## config.mk

```make
export PLATFORM = sky130hd
export DESIGN_NAME = sys_reg_rmw_ctrl
export DESIGN_NICKNAME = d
export VERILOG_FILES = /design/src/rtl/sys_reg_rmw_ctrl_pkg.sv /design/src/rtl/sys_reg_field_unit.sv /design/src/rtl/sys_reg_rmw_ctrl.sv
export SDC_FILE = /design/constraint.sdc
export NUM_CORES = 1
export LEC_CHECK = 0
export CAP_MARGIN = 20
export CORE_UTILIZATION = 25
export CTS_CLUSTER_DIAMETER = 120
export DETAILED_ROUTE_END_ITERATION = 8
export GPL_TIMING_DRIVEN = 0
export HOLD_SLACK_MARGIN = 0.15
export PLACE_DENSITY = 0.56
export SYNTH_ARGS = -nofsm -noshare
export SYNTH_HDL_FRONTEND = slang
export SYNTH_HIERARCHICAL = 1
export SYNTH_SLANG_ARGS = --single-unit
```

## constraint.sdc

```tcl
create_clock -name iCLOCK -period 2.7 [get_ports iCLOCK]
set_input_delay 0.27 -clock iCLOCK [delete_from_list [all_inputs] [get_ports iCLOCK]]
set_output_delay 0.27 -clock iCLOCK [all_outputs]
set_load 0.005 [all_outputs]
```

## src/rtl/sys_reg_rmw_ctrl_pkg.sv

```systemverilog
// ----------------------------------------------------------------------------
// sys_reg_rmw_ctrl_pkg
// Shared definitions for the system-register read-modify-write controller:
// command codes, FSM state encoding, requester IDs and SR1 field positions.
// ----------------------------------------------------------------------------
package sys_reg_rmw_ctrl_pkg;

    localparam int CMD_W  = 5;
    localparam int DATA_W = 32;

    // System-register commands
    localparam logic [CMD_W-1:0] CMD_BUFFER0  = 5'd0;
    localparam logic [CMD_W-1:0] CMD_BUFFER1  = 5'd1;
    localparam logic [CMD_W-1:0] CMD_MMUMOD_R = 5'd2;
    localparam logic [CMD_W-1:0] CMD_IM_R     = 5'd3;
    localparam logic [CMD_W-1:0] CMD_CMOD_R   = 5'd4;
    localparam logic [CMD_W-1:0] CMD_MMUMOD_W = 5'd5;
    localparam logic [CMD_W-1:0] CMD_IM_W     = 5'd6;
    localparam logic [CMD_W-1:0] CMD_CMOD_W   = 5'd7;

    // SR1 field bit positions
    localparam int SR1_MMUMOD_LSB = 0;
    localparam int SR1_MMUMOD_MSB = 1;
    localparam int SR1_IM_BIT     = 2;
    localparam int SR1_CMOD_LSB   = 5;
    localparam int SR1_CMOD_MSB   = 6;

    // Owner of an operation
    localparam logic ID_EXC = 1'b0;
    localparam logic ID_EXE = 1'b1;

    // Number of back-to-back EXC grants (while EXE waits) before EXE wins
    localparam logic [1:0] STREAK_LIMIT = 2'd2;

    typedef enum logic [1:0] {
        ST_IDLE = 2'd0,
        ST_EXEC = 2'd1,
        ST_DONE = 2'd2
    } state_t;

endpackage

```

## src/rtl/sys_reg_field_unit.sv

```systemverilog
// ----------------------------------------------------------------------------
// sys_reg_field_unit
// Purely combinational SR1 field read/modify function.
//   sr1      : current SR1 contents
//   operand  : write operand of the granted request
//   cmd      : granted command
//   result   : value returned to the requester
//   sr1_we   : 1 when the command updates SR1 (only the *_W commands)
//   sr1_new  : the SR1 value to store when sr1_we is set
// ----------------------------------------------------------------------------
module sys_reg_field_unit
    import sys_reg_rmw_ctrl_pkg::*;
(
    input  logic [DATA_W-1:0] sr1,
    input  logic [DATA_W-1:0] operand,
    input  logic [CMD_W-1:0]  cmd,
    output logic [DATA_W-1:0] result,
    output logic              sr1_we,
    output logic [DATA_W-1:0] sr1_new
);

    always_comb begin
        result  = sr1;
        sr1_we  = 1'b0;
        sr1_new = sr1;
        case (cmd)
            CMD_BUFFER0:  result = sr1;
            CMD_BUFFER1:  result = operand;
            CMD_MMUMOD_R: result = {30'h0, sr1[SR1_MMUMOD_MSB:SR1_MMUMOD_LSB]};
            CMD_IM_R:     result = {31'h0, sr1[SR1_IM_BIT]};
            CMD_CMOD_R:   result = {30'h0, sr1[SR1_CMOD_MSB:SR1_CMOD_LSB]};
            CMD_MMUMOD_W: begin
                sr1_new[SR1_MMUMOD_MSB:SR1_MMUMOD_LSB] = operand[1:0];
                sr1_we = 1'b1;
                result = sr1_new;
            end
            CMD_IM_W: begin
                sr1_new[SR1_IM_BIT] = operand[0];
                sr1_we = 1'b1;
                result = sr1_new;
            end
            CMD_CMOD_W: begin
                sr1_new[SR1_CMOD_MSB:SR1_CMOD_LSB] = operand[1:0];
                sr1_we = 1'b1;
                result = sr1_new;
            end
            default: result = sr1;  // unknown codes read back SR1, no write
        endcase
    end

endmodule

```

## src/rtl/sys_reg_rmw_ctrl.sv

```systemverilog
// ----------------------------------------------------------------------------
// sys_reg_rmw_ctrl
// Arbitrates between the exception unit (EXC) and the execute stage (EXE)
// for read-modify-write access to system register SR1.
//   iCLOCK / iRESET_SYNC      : clock, synchronous active-high reset
//   iEXC_REQ/CMD/DATA, oEXC_ACK : exception-unit request port
//   iEXE_REQ/CMD/DATA, oEXE_ACK : execute-stage request port
//   oRESULT_VALID/ID/DATA     : one-cycle completion pulse, owner, result
//   oSR1                      : current SR1 contents
//   oBUSY                     : controller not idle
// Timing: ACK in IDLE (T), compute in EXEC (T+1), result valid in DONE (T+2).
// ----------------------------------------------------------------------------
module sys_reg_rmw_ctrl
    import sys_reg_rmw_ctrl_pkg::*;
#(
    parameter logic [31:0] P_SR1_INIT = 32'h0000_0000
)(
    input  logic        iCLOCK,
    input  logic        iRESET_SYNC,
    input  logic        iEXC_REQ,
    input  logic [4:0]  iEXC_CMD,
    input  logic [31:0] iEXC_DATA,
    output logic        oEXC_ACK,
    input  logic        iEXE_REQ,
    input  logic [4:0]  iEXE_CMD,
    input  logic [31:0] iEXE_DATA,
    output logic        oEXE_ACK,
    output logic        oRESULT_VALID,
    output logic        oRESULT_ID,
    output logic [31:0] oRESULT_DATA,
    output logic [31:0] oSR1,
    output logic        oBUSY
);

    state_t       state_reg, state_next;
    logic [4:0]   cmd_reg;
    logic [31:0]  data_reg;
    logic         id_reg;
    logic [31:0]  sr1_reg;
    logic [31:0]  result_data_reg;
    logic         result_id_reg;
    logic [1:0]   streak_reg;

    logic         exe_wins;
    logic         grant_exc;
    logic         grant_exe;
    logic [31:0]  fu_result;
    logic         fu_sr1_we;
    logic [31:0]  fu_sr1_new;

    // EXE wins when EXC is silent, or when EXC has already won STREAK_LIMIT
    // grants in a row while EXE was waiting.
    assign exe_wins = iEXE_REQ && (!iEXC_REQ || (streak_reg == STREAK_LIMIT));

    always_comb begin
        state_next = state_reg;
        grant_exc  = 1'b0;
        grant_exe  = 1'b0;
        case (state_reg)
            ST_IDLE: begin
                if (iEXC_REQ || iEXE_REQ) begin
                    state_next = ST_EXEC;
                    if (exe_wins) begin
                        grant_exe = 1'b1;
                    end else begin
                        grant_exc = 1'b1;
                    end
                end
            end
            ST_EXEC: state_next = ST_DONE;
            ST_DONE: state_next = ST_IDLE;
            default: state_next = ST_IDLE;
        endcase
    end

    sys_reg_field_unit u_field_unit (
        .sr1     (sr1_reg),
        .operand (data_reg),
        .cmd     (cmd_reg),
        .result  (fu_result),
        .sr1_we  (fu_sr1_we),
        .sr1_new (fu_sr1_new)
    );

    always_ff @(posedge iCLOCK) begin
        if (iRESET_SYNC) begin
            state_reg       <= ST_IDLE;
            cmd_reg         <= '0;
            data_reg        <= '0;
            id_reg          <= 1'b0;
            sr1_reg         <= P_SR1_INIT;
            result_data_reg <= '0;
            result_id_reg   <= 1'b0;
            streak_reg      <= '0;
        end else begin
            state_reg <= state_next;

            if (state_reg == ST_IDLE) begin
                if (grant_exc) begin
                    cmd_reg  <= iEXC_CMD;
                    data_reg <= iEXC_DATA;
                    id_reg   <= ID_EXC;
                end else if (grant_exe) begin
                    cmd_reg  <= iEXE_CMD;
                    data_reg <= iEXE_DATA;
                    id_reg   <= ID_EXE;
                end

                // Streak only counts EXC wins that made EXE wait.
                if (!iEXE_REQ || grant_exe) begin
                    streak_reg <= '0;
                end else if (grant_exc) begin
                    streak_reg <= streak_reg + 2'd1;
                end
            end

            if (state_reg == ST_EXEC) begin
                if (fu_sr1_we) begin
                    sr1_reg <= fu_sr1_new;
                end
                result_data_reg <= fu_result;
                result_id_reg   <= id_reg;
            end
        end
    end

    // Handshake/status outputs are forced low during reset.
    assign oEXC_ACK      = grant_exc && !iRESET_SYNC;
    assign oEXE_ACK      = grant_exe && !iRESET_SYNC;
    assign oRESULT_VALID = (state_reg == ST_DONE) && !iRESET_SYNC;
    assign oBUSY         = (state_reg != ST_IDLE) && !iRESET_SYNC;
    assign oRESULT_ID    = result_id_reg;
    assign oRESULT_DATA  = result_data_reg;
    assign oSR1          = sr1_reg;

endmodule

```

==> results of run 1 <==
==> placed cells by master, fill, tap and decap left out, drive strengths merged, types with 2 or more instances in the layout <==
cell type        n
clkdlybuf4s50  146
nand2          136
dfxtp          107
a21oi           82
buf             58
clkbuf          37
a22o            27
nor2b           27
and3            26
a21boi          24
o32a            23
o21ai           16
a311oi          14
a211oi          14
nor2             6
inv              5
a221o            4
and3b            3
mux2             3
nand2b           2
nand3b           2
clkinvlp         2
and4bb           2
o211ai           2
a21o             2
or2              2
nor3             2
nand3            2
==> cell families after synthesis <==
| kind of cell | after synthesis | share of synthesized area (%) |
|---|---|---|
| AO/OA/AOI/OAI | 212 | 28.14 |
| XOR/XNOR | 1 | 0.1671 |
| adder cells (fa/ha/maj) | 1 | 0.2386 |
| buffers and inverters | 91 | 9.690 |
| flip-flops | 107 | 40.86 |
| multiplexers | 3 | 0.6443 |
| AND/OR/NAND/NOR | 216 | 20.26 |
==> final cells by class <==
cell class	count	area (um^2)
flip-flops and latches	107	2142
multi-input cells	433	2599
fillers	2153	13020
inverters	3	11.26
repair buffers	146	1461
plain buffers	85	485.5
clock inverters	6	71.32
well taps	270	337.8
clock buffers	10	239.0
==> routing by layer <==
layer	vias to the layer above	routed length, um
li1	2529	-
met1	2430	8809
met2	164	8848
met3	19	1042
met4	0	328
met5	-	0
==> stage by stage <==
| step | area [um^2] | setup WS, ns | hold WS [ns] | std cells |
|---|---|---|---|---|
| 2_1_floorplan | 5243 | 1.163 | 0.4284 | 631 |
| 3_3_place_gp | 7042 | -0.08795 | 0.4404 | 1047 |
| 3_5_place_dp | 7042 | -0.08045 | 0.4436 | 1047 |
| 4_1_cts | 7355 | 0.03520 | 0.4528 | 1062 |
| 5_1_grt | 7347 | 0.05197 | 0.4720 | 1060 |
| 6_report | 7347 | 0.1396 | 0.4485 | 1060 |
==> how the worst min path moves through the flow <==
stage                                  start  slack, ns                       endpoint
6_report                 id_reg$_SDFFE_PP0P_       0.45        oRESULT_ID$_SDFFE_PP0N_
5_1_grt        oRESULT_DATA[18]$_SDFFE_PP0N_       0.47  oRESULT_DATA[18]$_SDFFE_PP0N_
4_1_cts                  id_reg$_SDFFE_PP0P_       0.45        oRESULT_ID$_SDFFE_PP0N_
3_5_place_dp             id_reg$_SDFFE_PP0P_       0.44        oRESULT_ID$_SDFFE_PP0N_
3_3_place_gp             id_reg$_SDFFE_PP0P_       0.44        oRESULT_ID$_SDFFE_PP0N_
2_1_floorplan            id_reg$_SDFFE_PP0P_       0.43        oRESULT_ID$_SDFFE_PP0N_
==> critical path, delay by kind of cell (launching register included) <==
family / cells / cell delay, ns
buffers and inverters: 3 / 0.93
DFF: 1 / 0.33
adders and majority gates: 1 / 0.21
and+or+nand+nor: 2 / 0.47
==> power groups by stage <==
stage	sequential [W]	clock [W]	combinational (W)
global placement	0.00177	0	0.000723
detailed placement	0.00177	0	0.000725
finish	0.00173	0.00141	0.000725
floorplan	0.00173	0	0.000422
global route	0.00174	0.00150	0.000784
CTS	0.00173	0.00144	0.000728
==> timing repair <==
| action | 4_1_cts | 5_1_grt |
|---|---|---|
| hold endpoints to repair | 0 | 0 |
| gates resized for setup | 1 | 0 |
| setup endpoints to repair | 2 | 2 |
==> reports/results.ini, run 1 <==
[outcome]
status = complete, no violations

[critical_path]
critPathKind = flip-flop to output pin
path_max_fanout = 10
required_ns = 2.43
critPathArrivalTime_ns = 2.29
cp-startpoint = streak_reg[0]$_SDFFE_PP0P_
r2r-start = streak_reg[0]$_SDFFE_PP0P_
end_kind = output pin
cp_slowest_cell = clkdlybuf4s50_1
r2r_cells = 7
reg2reg_to = cmd_reg[1]$_SDFFE_PP0P_
crit_chain = inv_1 > ha_1 > nor2b_1 > clkbuf_1 > nor4_2 > clkdlybuf4s50_1
r2r_slack_ns = 0.61
cpPeakStageDelay_ns = 0.47
crit_end = oEXE_ACK
start_kind = flip-flop

[pwr]
ir_drop_mv = 0.2709
finalPower_w = 0.003862
p_clk_share_pct = 36.4
power_density_nw_per_um2 = 525.6
pwr-share-comb_pct = 18.8
switching_power_w = 0.001124
swShare_pct = 29.10
internal_power_w = 0.002738
pwr-share-seq_pct = 44.8
leakage_nw = 2.659

[synthesis]
netlist_instances = 631
ys_seq_area_share_pct = 40.86
yosysWarnings = 6
ys_seq_elements = 107
synth.top_cell.area_share_pct = 40.86
netlist_area_um2 = 5243
ys.flop_type = dfxtp_1
yosys-top-cells-area = dfxtp_1, nand2_1, a21oi_1, a22o_1, o32a_1
synth_edf_count = 0
yosys-top-cells-count = nand2_1, dfxtp_1, a21oi_1, buf_4, clkbuf_1
syn_nets = 710
synth.distinct_cells = 49
yosysTopAreaCell = dfxtp_1
avgSynthCellArea_um2 = 8.308
synth_most_common_cell = nand2_1
async_flop_share_pct = 0

[clocking]
cts_inserted_buffers = 9
cts.sinks = 107
clock-root-buffer = clkbuf_16
cts_hold_buf = 0
htreeDepth = 3
post-cts-setup-buffers = 0
clk_pin_slew_ns = 0.07
tritoncts = done
clock_latency_ns = 0.36
clock_path_buffers = 2

[grt]
grt_pass1_vias = 4987
grt_pass1_wl_mm = 29.17
gr-total-overflow = 0
use_met3_pct = 2.857
grt.busiest_layer = met2
grt_max_degree = 20
gr-usage-met2_pct = 28.36
use_met1_pct = 24.56
antenna_found_initial = 0
grtUsageTotal_pct = 17.86

[drt]
drt_iter0_drc = 339
vias_per_cell = 4.851
postRouteAntennaNets = 0
post_drt_wl_per_cell_um = 17.95
drc = 0
vias = 5142
dr.pass1.iters = 5
routed_wirelength_mm = 19.03

[final_layout]
drive_above_1_share_pct = 10.38
diodes = 0
final_core_util_pct = 36.08
area_growth_syn_to_layout_pct = 40.14
final_nets = 864

[sta]
skew_ns = 0.009581
drv_slew = 0
layout_min_cycle_time_ns = 2.560
fin_crit_sh_pct = 94.83
rsz0062_at_grt = false
worst_pin_slew_ns = 0.6776
fmax_mhz = 390.6
finalHoldViolCount = 0
setup_viol = 0
fin_setup_tns_ns = 0
relSlewSlack_pct = 54.66

[floorplanning]
io_pins = 147
rows = 52
die_x_um = 146.8
fp.dieH_um = 146.8
core_um2 = 20360
die_area_um2 = 21550
start_util_pct = 25.74

[flow_run]
drv_cap = 0

[hold_path]
min_path_cells = 2
hp-class = flip-flop to flip-flop

[placement]
place_congestion = 0.7971
port_buffers = 146
place.detailed.hpwl_mm = 14.16

Note: power is estimated with default switching activity, not from simulation.
==> inputs of run 2 (changes only) <==
--- a/config.mk
+++ b/config.mk
@@ -6,6 +6,7 @@
 export NUM_CORES = 1
 export LEC_CHECK = 0
 export CAP_MARGIN = 20
+export CORE_MARGIN = 4
 export CORE_UTILIZATION = 25
 export CTS_CLUSTER_DIAMETER = 120
 export DETAILED_ROUTE_END_ITERATION = 8
==> constraint.sdc (replaced) <==
create_clock -name iCLOCK -period 2.5 [get_ports iCLOCK]
set_input_delay 0.25 -clock iCLOCK [delete_from_list [all_inputs] [get_ports iCLOCK]]
set_output_delay 0.25 -clock iCLOCK [all_outputs]
set_load 0.005 [all_outputs]
==> run 2 against run 1 <==
Against the previous run: final cell count grew 0.19%; die area up 8.3%; hold slack improved by 0.0077 ns; non-clock buffer count increased by 2; combinational power increased by 8.6%; clock skew grew 0.0011 ns; register-to-register slack worse by 0.23 ns; via count is 0.14% higher; sequential share of layout area decreased by 0.084 points; first-iteration DRC count decreased by 12%; clock-buffer cell count decreased by 1; highest routed layer unchanged.
==> reports/results.ini, run 2 (synthesis gave the netlist of run 1 again) <==
[final_layout]
nFillCells = 2172  ; was 2153
diodes = 0  ; unchanged
stdcell_area_um2 = 7368  ; was 7347 um^2
layout_commonest_cell = clkdlybuf4s50_1  ; unchanged
drive_above_1_share_pct = 11.11  ; was 10.38%
final_nets = 866  ; was 864
final_core_util_pct = 36.07  ; was 36.08%
area_growth_syn_to_layout_pct = 40.55  ; was 40.14%
final_cell_mix = clkdlybuf4s50_1, nand2_1, dfxtp_1  ; unchanged

[critical_path]
start_kind = input port  ; was flip-flop
r2r_cells = 7  ; unchanged
reg2reg_to = cmd_reg[1]$_SDFFE_PP0P_  ; unchanged
crit_path_frequent_cell = clkdlybuf4s50_1
end_kind = output pin  ; unchanged
crit_buf_inv = 2  ; was 3
crit_chain = clkdlybuf4s50_1 > nor2_1 > nor3_4 > a21boi_4 > clkdlybuf4s50_1  ; was inv_1 > ha_1 > nor2b_1 > clkbuf_1 > nor4_2 > clkdlybuf4s50_1
critPathArrivalTime_ns = 2.15  ; was 2.29 ns
crit_family = buffers and inverters  ; unchanged
cp_slowest_cell = clkdlybuf4s50_1  ; unchanged
r2r-start = streak_reg[0]$_SDFFE_PP0P_  ; unchanged
critPathKind = input port to output pin  ; was flip-flop to output pin
path_max_fanout = 7  ; was 10
cpPeakStageDelay_ns = 0.55  ; was 0.47 ns
r2r_slack_ns = 0.38  ; was 0.61 ns
required_ns = 2.25  ; was 2.43 ns

[clocking]
clk_pin_slew_ns = 0.07  ; about the same
cts_inserted_buffers = 9  ; unchanged
cts.sinks = 107  ; unchanged
clock_latency_ns = 0.36  ; about the same
clock-root-buffer = clkbuf_16  ; unchanged
tritoncts = done  ; unchanged
clock_path_buffers = 2  ; unchanged
htreeDepth = 3  ; unchanged

[grt]
grtUsageTotal_pct = 16.22  ; was 17.86%
antenna_found_initial = 0  ; unchanged
grt_pass1_vias = 5009  ; was 4987
grt_max_degree = 21  ; was 20
grt_pass1_wl_mm = 29.62  ; was 29.17 mm
gr-total-overflow = 0  ; unchanged

[drt]
vias = 5149  ; was 5142
drc = 0  ; unchanged
dr.pass1.iters = 5  ; unchanged
postRouteAntennaNets = 0  ; unchanged
drt_iter0_drc = 299  ; was 339
routed_wirelength_mm = 19.36  ; was 19.03 mm
vias_per_cell = 4.848  ; was 4.851
post_drt_wl_per_cell_um = 18.23  ; was 17.95 um

[placement]
dpl-instance-area_um2 = 7042  ; unchanged
place_congestion = 0.8050  ; was 0.7971
place.detailed.hpwl_mm = 14.52  ; was 14.16 mm
port_buffers = 146  ; unchanged

[hold_path]
hold_path_end = oRESULT_DATA[0]$_SDFFE_PP0N_  ; was oRESULT_ID$_SDFFE_PP0N_
min_path_cells = 2  ; unchanged
hp-class = flip-flop to flip-flop  ; unchanged
holdCritStartpoint = oRESULT_DATA[0]$_SDFFE_PP0N_  ; was id_reg$_SDFFE_PP0P_

[floorplanning]
core_um2 = 20430  ; was 20360 um^2
fp.dieH_um = 152.8  ; was 146.8 um
rows = 52  ; unchanged
io_pins = 147  ; unchanged
die_area_um2 = 23350  ; was 21550 um^2
die_x_um = 152.8  ; was 146.8 um
start_util_pct = 25.66  ; was 25.74%

[pwr]
leakage_nw = 2.673  ; was 2.659 nW
power_density_nw_per_um2 = 557.6  ; was 525.6 nW/um^2
finalPower_w = 0.004108  ; was 0.003862 W
ir_drop_mv = 0.3137  ; was 0.2709 mV

[sta]
layout_min_cycle_time_ns = 2.396
worst_pin_slew_ns = 0.6332  ; was 0.6776 ns
fmax_mhz = 417.3
relSlewSlack_pct = 57.63  ; was 54.66%
skew_ns = 0.01072  ; was 0.009581 ns
fin_setup_tns_ns = 0  ; unchanged
setup_viol = 0  ; unchanged
rsz0062_at_grt = false  ; unchanged
finalHoldViolCount = 0  ; unchanged
whs_ns = 0.4562  ; was 0.4485 ns
fin_crit_sh_pct = 95.85
drv_slew = 0  ; unchanged

[outcome]
status = complete, no violations  ; unchanged

[flow_run]
drv_cap = 0  ; unchanged

==> run 2: repair_timing <==
| action | 4_1_cts | 5_1_grt |
|---|---|---|
| hold buffers | 0 | 0 |
| resized for setup | 6 | 4 |
| endpoints found under the setup margin | 3 | 2 |
| buffers inserted | 0 | 2 |
==> run 2: how the worst max path moves through the flow <==
stage	startpoint	to	cells past startpoint	slack [ns]
5_1_grt	state_reg[1]$_SDFFE_PP0P_	oBUSY	4	0.009
3_5_place_dp	iRESET_SYNC	oBUSY	6	-0.25
2_1_floorplan	streak_reg[0]$_SDFFE_PP0P_	cmd_reg[0]$_SDFFE_PP0P_	7	0.96
4_1_cts	streak_reg[0]$_SDFFE_PP0P_	oEXC_ACK	7	0.01
3_3_place_gp	iEXE_REQ	oEXE_ACK	6	-0.28
6_report	iEXC_REQ	oEXC_ACK	5	0.10
==> run 2: tightest hold or removal path, stage by stage (launching register included) <==
cell and delay [ns]:
dfxtp_1 0.31, nand2_1 0.05, a21oi_1 0.05
==> run 2: through the flow <==
stage,setup slack [ns],std cells
6_report,0.1037,1062
4_1_cts,0.01019,1061
5_1_grt,0.009309,1062
2_1_floorplan,0.9629,631
3_5_place_dp,-0.2537,1047
3_3_place_gp,-0.2834,1047
==> run 2: cell type report <==
cell class,count,area [um^2],share of cell area (%)
Multi-Input combinational cell,433,2613,35.46
Sequential cell,107,2142,29.07
Timing Repair Buffer,148,1476,20.04
Buffer,85,489.2,6.639
Tap cell,270,337.8,4.585
Clock buffer,9,225.2,3.057
Clock inverter,7,70.07,0.9509
Inverter,3,15.01,0.2038
==> run 2: report_power, final <==
part / internal (W) / switching (W) / total (W)
sequential: 0.00179 / 0.0000770 / 0.00187
combinational: 0.000355 / 0.000433 / 0.000787
clock: 0.000706 / 0.000745 / 0.00145
==> run 2: per-layer routing <==
layer  vias up  global-route usage, %  routed length, um
li1       2541                      -                  -
met1      2399                  22.64               9129
met2       178                  24.76               8515
met3        31                  3.336               1216
met4         0                  6.025                500
met5         -                      0                  0
